### src/rtl/pq_pkg.sv
// pq_pkg: shared constants, fetch FSM encoding and instruction length decode
// for the prefetch queue (prefetch_queue, pq_fifo).
package pq_pkg;

    localparam int              WORD_W       = 16;
    localparam int              CMD_W        = 32;
    localparam int              DEF_DEPTH    = 4;
    localparam logic [WORD_W-1:0] DEF_RESET_PC = 16'h0000;

    typedef enum logic {
        ST_IDLE = 1'b0,
        ST_WAIT = 1'b1
    } fetch_state_t;

    // Opcode classes C-F (top two bits set) are single-word instructions.
    function automatic logic [1:0] instr_len(input logic [WORD_W-1:0] word0);
        return (word0[15:14] == 2'b11) ? 2'd1 : 2'd2;
    endfunction

endpackage

### src/rtl/pq_fifo.sv
// pq_fifo: circular word buffer for the prefetch queue.
// Single-word push at the tail, one- or two-word pop at the head.
// Ports:
//   clk, rst      clock, asynchronous active-high reset
//   clear         synchronous clear (pointers and count to zero)
//   push, din     write din at tail
//   pop, pop_two  remove 1 word (pop_two=0) or 2 words (pop_two=1) from head
//   word0, word1  entries at head and head+1
//   count         number of valid words, 0..DEPTH
module pq_fifo
    import pq_pkg::*;
#(
    parameter int DEPTH = DEF_DEPTH
) (
    input  logic                   clk,
    input  logic                   rst,
    input  logic                   clear,
    input  logic                   push,
    input  logic [WORD_W-1:0]      din,
    input  logic                   pop,
    input  logic                   pop_two,
    output logic [WORD_W-1:0]      word0,
    output logic [WORD_W-1:0]      word1,
    output logic [$clog2(DEPTH):0] count
);

    localparam int PTR_W = $clog2(DEPTH);
    localparam int CNT_W = PTR_W + 1;

    logic [WORD_W-1:0] mem [DEPTH];
    logic [PTR_W-1:0]  head;
    logic [PTR_W-1:0]  tail;
    logic [PTR_W-1:0]  head_p1;
    logic [1:0]        pop_n;

    // DEPTH is a power of two, so pointer overflow is the modulo wrap.
    assign head_p1 = head + PTR_W'(1);
    assign word0   = mem[head];
    assign word1   = mem[head_p1];
    assign pop_n   = pop ? (pop_two ? 2'd2 : 2'd1) : 2'd0;

    always_ff @(posedge clk or posedge rst) begin
        if (rst) begin
            head  <= '0;
            tail  <= '0;
            count <= '0;
        end else if (clear) begin
            head  <= '0;
            tail  <= '0;
            count <= '0;
        end else begin
            if (push) begin
                tail <= tail + PTR_W'(1);
            end
            head  <= head + PTR_W'(pop_n);
            count <= count + CNT_W'(push) - CNT_W'(pop_n);
        end
    end

    always_ff @(posedge clk) begin
        if (push && !clear) begin
            mem[tail] <= din;
        end
    end

endmodule

### src/rtl/prefetch_queue.sv
// prefetch_queue: instruction prefetch queue in front of the decoder.
// Fetches 16-bit words (one read outstanding), buffers them in pq_fifo,
// frames 1- or 2-word instructions into a 32-bit cmd and hands them over
// with a one-cycle aki_n pulse. flush_p discards everything and refetches.
// Optional: define PQ_BYPASS_EN to deliver a single-word instruction straight
// from mem_din when the queue is empty (one cycle less latency).
// Ports:
//   clk, rst             clock, asynchronous active-high reset
//   mem_rq_p, mem_adr    read request (held until mem_ack), word address
//   mem_ack, mem_din     one-cycle read completion and its data
//   rqi_p                decoder ready
//   aki_n, cmd           delivery pulse and framed instruction {word0, word1}
//   flush_p, flush_adr   flush queue and redirect fetch
//
// state   | meaning
// ST_IDLE | no read outstanding; issue one when buffer has room
// ST_WAIT | read outstanding; mem_rq_p high until mem_ack
module prefetch_queue
    import pq_pkg::*;
#(
    parameter int                DEPTH    = DEF_DEPTH,
    parameter logic [WORD_W-1:0] RESET_PC = DEF_RESET_PC
) (
    input  logic              clk,
    input  logic              rst,
    output logic              mem_rq_p,
    output logic [WORD_W-1:0] mem_adr,
    input  logic              mem_ack,
    input  logic [WORD_W-1:0] mem_din,
    input  logic              rqi_p,
    output logic              aki_n,
    output logic [CMD_W-1:0]  cmd,
    input  logic              flush_p,
    input  logic [WORD_W-1:0] flush_adr
);

    localparam int CNT_W = $clog2(DEPTH) + 1;

    fetch_state_t      state;
    logic              drop;
    logic [WORD_W-1:0] fetch_pc;

    logic [WORD_W-1:0] word0;
    logic [WORD_W-1:0] word1;
    logic [CNT_W-1:0]  count;
    logic [1:0]        len;
    logic              valid;
    logic              load;
    logic              ack_take;
    logic              bypass;
    logic              push;
    logic [CMD_W-1:0]  cmd_load;

    assign len = instr_len(word0);
    // Written so an empty buffer never looks valid, even with unwritten entries.
    assign valid    = (count >= CNT_W'(2)) || ((count != '0) && (len == 2'd1));
    assign load     = rqi_p && valid && !aki_n && !flush_p;
    assign ack_take = (state == ST_WAIT) && mem_ack && !drop && !flush_p;
    assign cmd_load = {word0, (len == 2'd2) ? word1 : {WORD_W{1'b0}}};

`ifdef PQ_BYPASS_EN
    assign bypass = ack_take && (count == '0) && rqi_p && !aki_n &&
                    (instr_len(mem_din) == 2'd1);
`else
    assign bypass = 1'b0;
`endif

    assign push = ack_take && !bypass;

    pq_fifo #(
        .DEPTH (DEPTH)
    ) u_fifo (
        .clk     (clk),
        .rst     (rst),
        .clear   (flush_p),
        .push    (push),
        .din     (mem_din),
        .pop     (load),
        .pop_two (len == 2'd2),
        .word0   (word0),
        .word1   (word1),
        .count   (count)
    );

    always_ff @(posedge clk or posedge rst) begin
        if (rst) begin
            state    <= ST_IDLE;
            drop     <= 1'b0;
            fetch_pc <= RESET_PC;
            mem_rq_p <= 1'b0;
            mem_adr  <= RESET_PC;
            aki_n    <= 1'b0;
            cmd      <= '0;
        end else begin
            // load and bypass are both gated by !flush_p, so a flush forces aki_n low.
            aki_n <= load || bypass;
            if (load) begin
                cmd <= cmd_load;
            end else if (bypass) begin
                cmd <= {mem_din, {WORD_W{1'b0}}};
            end

            case (state)
                ST_IDLE: begin
                    if (flush_p) begin
                        fetch_pc <= flush_adr;
                    end else if (count < CNT_W'(DEPTH)) begin
                        mem_rq_p <= 1'b1;
                        mem_adr  <= fetch_pc;
                        state    <= ST_WAIT;
                    end
                end
                ST_WAIT: begin
                    if (mem_ack) begin
                        mem_rq_p <= 1'b0;
                        state    <= ST_IDLE;
                        // A flush on the completing edge already discards this
                        // word, so the following read must not be dropped.
                        drop     <= 1'b0;
                        if (flush_p) begin
                            fetch_pc <= flush_adr;
                        end else if (!drop) begin
                            fetch_pc <= fetch_pc + 16'd1;
                        end
                    end else if (flush_p) begin
                        drop     <= 1'b1;
                        fetch_pc <= flush_adr;
                    end
                end
                default: state <= ST_IDLE;
            endcase
        end
    end

endmodule

### config.mk
export PLATFORM = sky130hd
export DESIGN_NAME = prefetch_queue
export DESIGN_NICKNAME = d
export VERILOG_FILES = /design/src/rtl/pq_pkg.sv /design/src/rtl/pq_fifo.sv /design/src/rtl/prefetch_queue.sv
export SDC_FILE = /design/constraint.sdc
export NUM_CORES = 1
export LEC_CHECK = 0
export CAP_MARGIN = 20
export CORE_ASPECT_RATIO = 0.9
export CORE_MARGIN = 2
export CORE_UTILIZATION = 50
export CTS_CLUSTER_DIAMETER = 80
export DETAILED_ROUTE_END_ITERATION = 12
export PLACE_DENSITY = 0.74
export SKIP_LAST_GASP = 1
export SYNTH_ARGS = -nofsm -noshare
export SYNTH_HDL_FRONTEND = slang
export SYNTH_SLANG_ARGS = --single-unit
### constraint.sdc
create_clock -name clk -period 3.7 [get_ports clk]
set_clock_uncertainty 0.05 [all_clocks]
set_input_delay 0.555 -clock clk [delete_from_list [all_inputs] [get_ports clk]]
set_output_delay 0.555 -clock clk [all_outputs]
set_load 0.1 [all_outputs]
==> metrics <==
die height about 110 um; Mapped Avg Cell Area 15.5 um2; CP required around 4.0 ns; post-cts gate resize count 0; CTS root buf clkbuf_16; worst hold path class flop to flop; Post-Route Setup TNS 0 ns; mapped cell area between 6000 and 7000 um2; Hold Fails Final Rpt 0; Max-Cap Viols 0; Mapped Cells around 400; grt ovf 0; ratio of cells with drive above 1 in the final layout 22.5%; CP Max Fanout 11; CTS sink cnt 139; largest net degree at the start of global routing 34; Die X about 120 um; startpoint types flop; post-detail-place hpwl roughly 8000 um; power per cell area 896 nW/um2; drt first pass iters 6; area occupied by multi-input gates ~2100 um2; Syn Nets 441; Yosys top cell area share between 30% and 40%; Area Overhead vs Synth 27.4%; routed vias 3684; Filler cells ~870; CTS Buffer Depth 2; number of buffers created by CTS 17; row count 38; Main synth FF type dfrtp_1; crit path time final ~2.8 ns; drt initial violations about 230; CTS HTree Levels 4; FF-to-FF Start u_fifo.head[0]$_DFF_PP0_; Final Max Tran Viols 0; DRT Wirelength 12200 um; status finished, final reports clean; Worst EP arrival slightly above 3 ns; Leak just over 3 nW; Final Cycle Share about 76%; setup repair bufs after CTS 0; input/output buffers 86; initial antenna violation count 0; Slew headroom ~34%; RSZ-0062 raised after global routing false; GPL Wtd Cong between 0.8 and 0.9; DR vias/cell between 5 and 6; crit path capture type flop; final core area utilization around two thirds; I/O pin cnt 87; Commonest cells post-synth dfrtp_1 (75), edfxtp_1 (64), mux4_2 (32), inv_1 (26), nand2_1 (22); area leader, netlist edfxtp_1; asr flop ratio synth 54.0%; synth warn 0; gr usage total between 20% and 30%; Max stage delay on crit path between 0.6 and 0.7 ns; die area between 10000 and 15000 um2; Storage cell area between 3000 and 4000 um2; number of synthesized register bits roughly 140; Peak VDD IR just under 0.5 mV; fin nets between 500 and 600; Synth area leaders edfxtp_1 (31%), dfrtp_1 (31%), mux4_2 (12%), mux2_2 (3.3%), mux2_4 (2.5%); top-count cell post-synth dfrtp_1; Core Area 12000 um2; vias in the first global route approximately 3.8k; n_diodes 0; Clock transition at path regs 0.06 ns; hold buffer count at cts 0; Worst Tran Pin Value 0.988 ns; first-pass GRT wire length ~20000 um; Post-DRT Antenna Nets 0; Seq/Total Area, Yosys 62.1%; CTS tree built; Clk Latency, worst-skew pair between 0.4 and 0.5 ns; Post-synth EDFFs 64; Max stage delay cell, worst path mux4_2; CP Cell Sequence mux4_2 > a211o_1 > ha_1 > inv_1 > fa_1 > xor2_1 > xnor2_1 > nor2_1; initial core utilization 51.0%; HP Start cmd[10]$_DFFE_PP0N_; crit path from u_fifo.head[0]$_DFF_PP0_; fmax 356 MHz; count of cell types in the netlist 44; routed len/inst 18.4 um; Setup violations, final 0; DRC 0; critical path class flop to flop
==> cell families (layout without fill, tap and decap cells) <==
family | Yosys count | after routing | share of synthesized area [%]
adder cells (fa/ha/maj) | 10 | 10 | 2.17
AO/OA/AOI/OAI | 49 | 49 | 5.59
XOR/XNOR | 14 | 14 | 2.01
multiplexers | 64 | 64 | 18.3
AND/OR/NAND/NOR | 72 | 72 | 6.34
buffers and inverters | 46 | 158 | 3.52
flip-flops | 139 | 139 | 62.1
==> metal layers <==
| layer | up-vias | global-route usage (%) | part of all wire (%) |
|---|---|---|---|
| met5 | - | 0 | 0 |
| met4 | 0 | 7.06 | 1.5 |
| met3 | 17 | 5.75 | 5.2 |
| met2 | 98 | 30.3 | 48 |
| met1 | 1884 | 28.6 | 45 |
| li1 | 1685 | - | - |
==> final cells by class <==
type | count | share of cell area, %
Multi-Input combinational cell | 209 | 27.0
Sequential cell | 139 | 48.8
Clock buffer | 17 | 5.46
Tap cell | 160 | 2.57
Clock inverter | 15 | 2.28
Inverter | 26 | 1.27
Timing Repair Buffer | 100 | 12.7
==> final timing paths <==
kind,slack [ns],to,cells after the start
setup / recovery,0.89,u_fifo.count[2]$_DFF_PP0_,8
max in group asynchronous,2.42,mem_adr[4]$_DFFE_PP0P_,3
hold / removal,0.44,cmd[10]$_DFFE_PP0N_,1
hold reg to reg,0.44,cmd[10]$_DFFE_PP0N_,1
min in group asynchronous,0.46,mem_adr[1]$_DFFE_PP0P_,2
setup reg to reg,0.89,u_fifo.count[2]$_DFF_PP0_,8
==> where the power goes <==
part	internal (mW)	leakage [nW]	switching (mW)
registers	1.94	1.50	0.225
logic	0.826	1.24	2.27
clock network	1.02	0.294	0.706
total	3.78	3.03	3.20
==> per-stage QoR <==
step / hold slack [ns] / worst slack [ns] / std cells / area (um2) / total power, mW
after global routing: 0.453 / 0.746 / 666 / 7790 / 7.24
after CTS: 0.443 / 0.832 / 665 / 7760 / 7.02
after detailed placement: 0.424 / 0.451 / 633 / 7160 / 5.28
after global placement: 0.421 / 0.527 / 633 / 7160 / 5.24
after floorplan: 0.444 / 0.593 / 394 / 6110 / 4.55
final: 0.436 / 0.891 / 666 / 7790 / 6.98
==> placed cells by master, fill, tap and decap left out, types with 10 or more instances in the layout <==
master           instances
o21ai_0                 16
clkdlybuf4s50_1         86
edfxtp_1                64
dfrtp_1                 74
nand2_1                 22
clkbuf_16               17
nor2_1                  14
mux2_2                  18
mux2_4                  10
o2bb2ai_1               16
buf_4                   13
inv_1                   25
mux4_2                  32
==> flip-flops by register name, indices dropped and copies added (netlist names) <==
name / count
aki_n: 1
cmd: 32
drop: 1
fetch_pc: 16
mem_adr: 16
mem_rq_p: 1
state: 1
u_fifo.count: 3
u_fifo.head: 2
u_fifo.mem: 64
u_fifo.tail: 2
==> worst max-delay path, delay by kind of cell (launching register included) <==
| family | cells | cell delay [ns] |
|---|---|---|
| AO/OA/AOI/OAI | 1 | 0.34 |
| flip-flops | 1 | 0.57 |
| buffers and inverters | 1 | 0.05 |
| multiplexers | 1 | 0.61 |
| AND/OR/NAND/NOR | 1 | 0.06 |
| XOR/XNOR | 2 | 0.30 |
| adder cells (fa/ha/maj) | 2 | 0.70 |
Note: power is estimated with default switching activity, not from simulation.
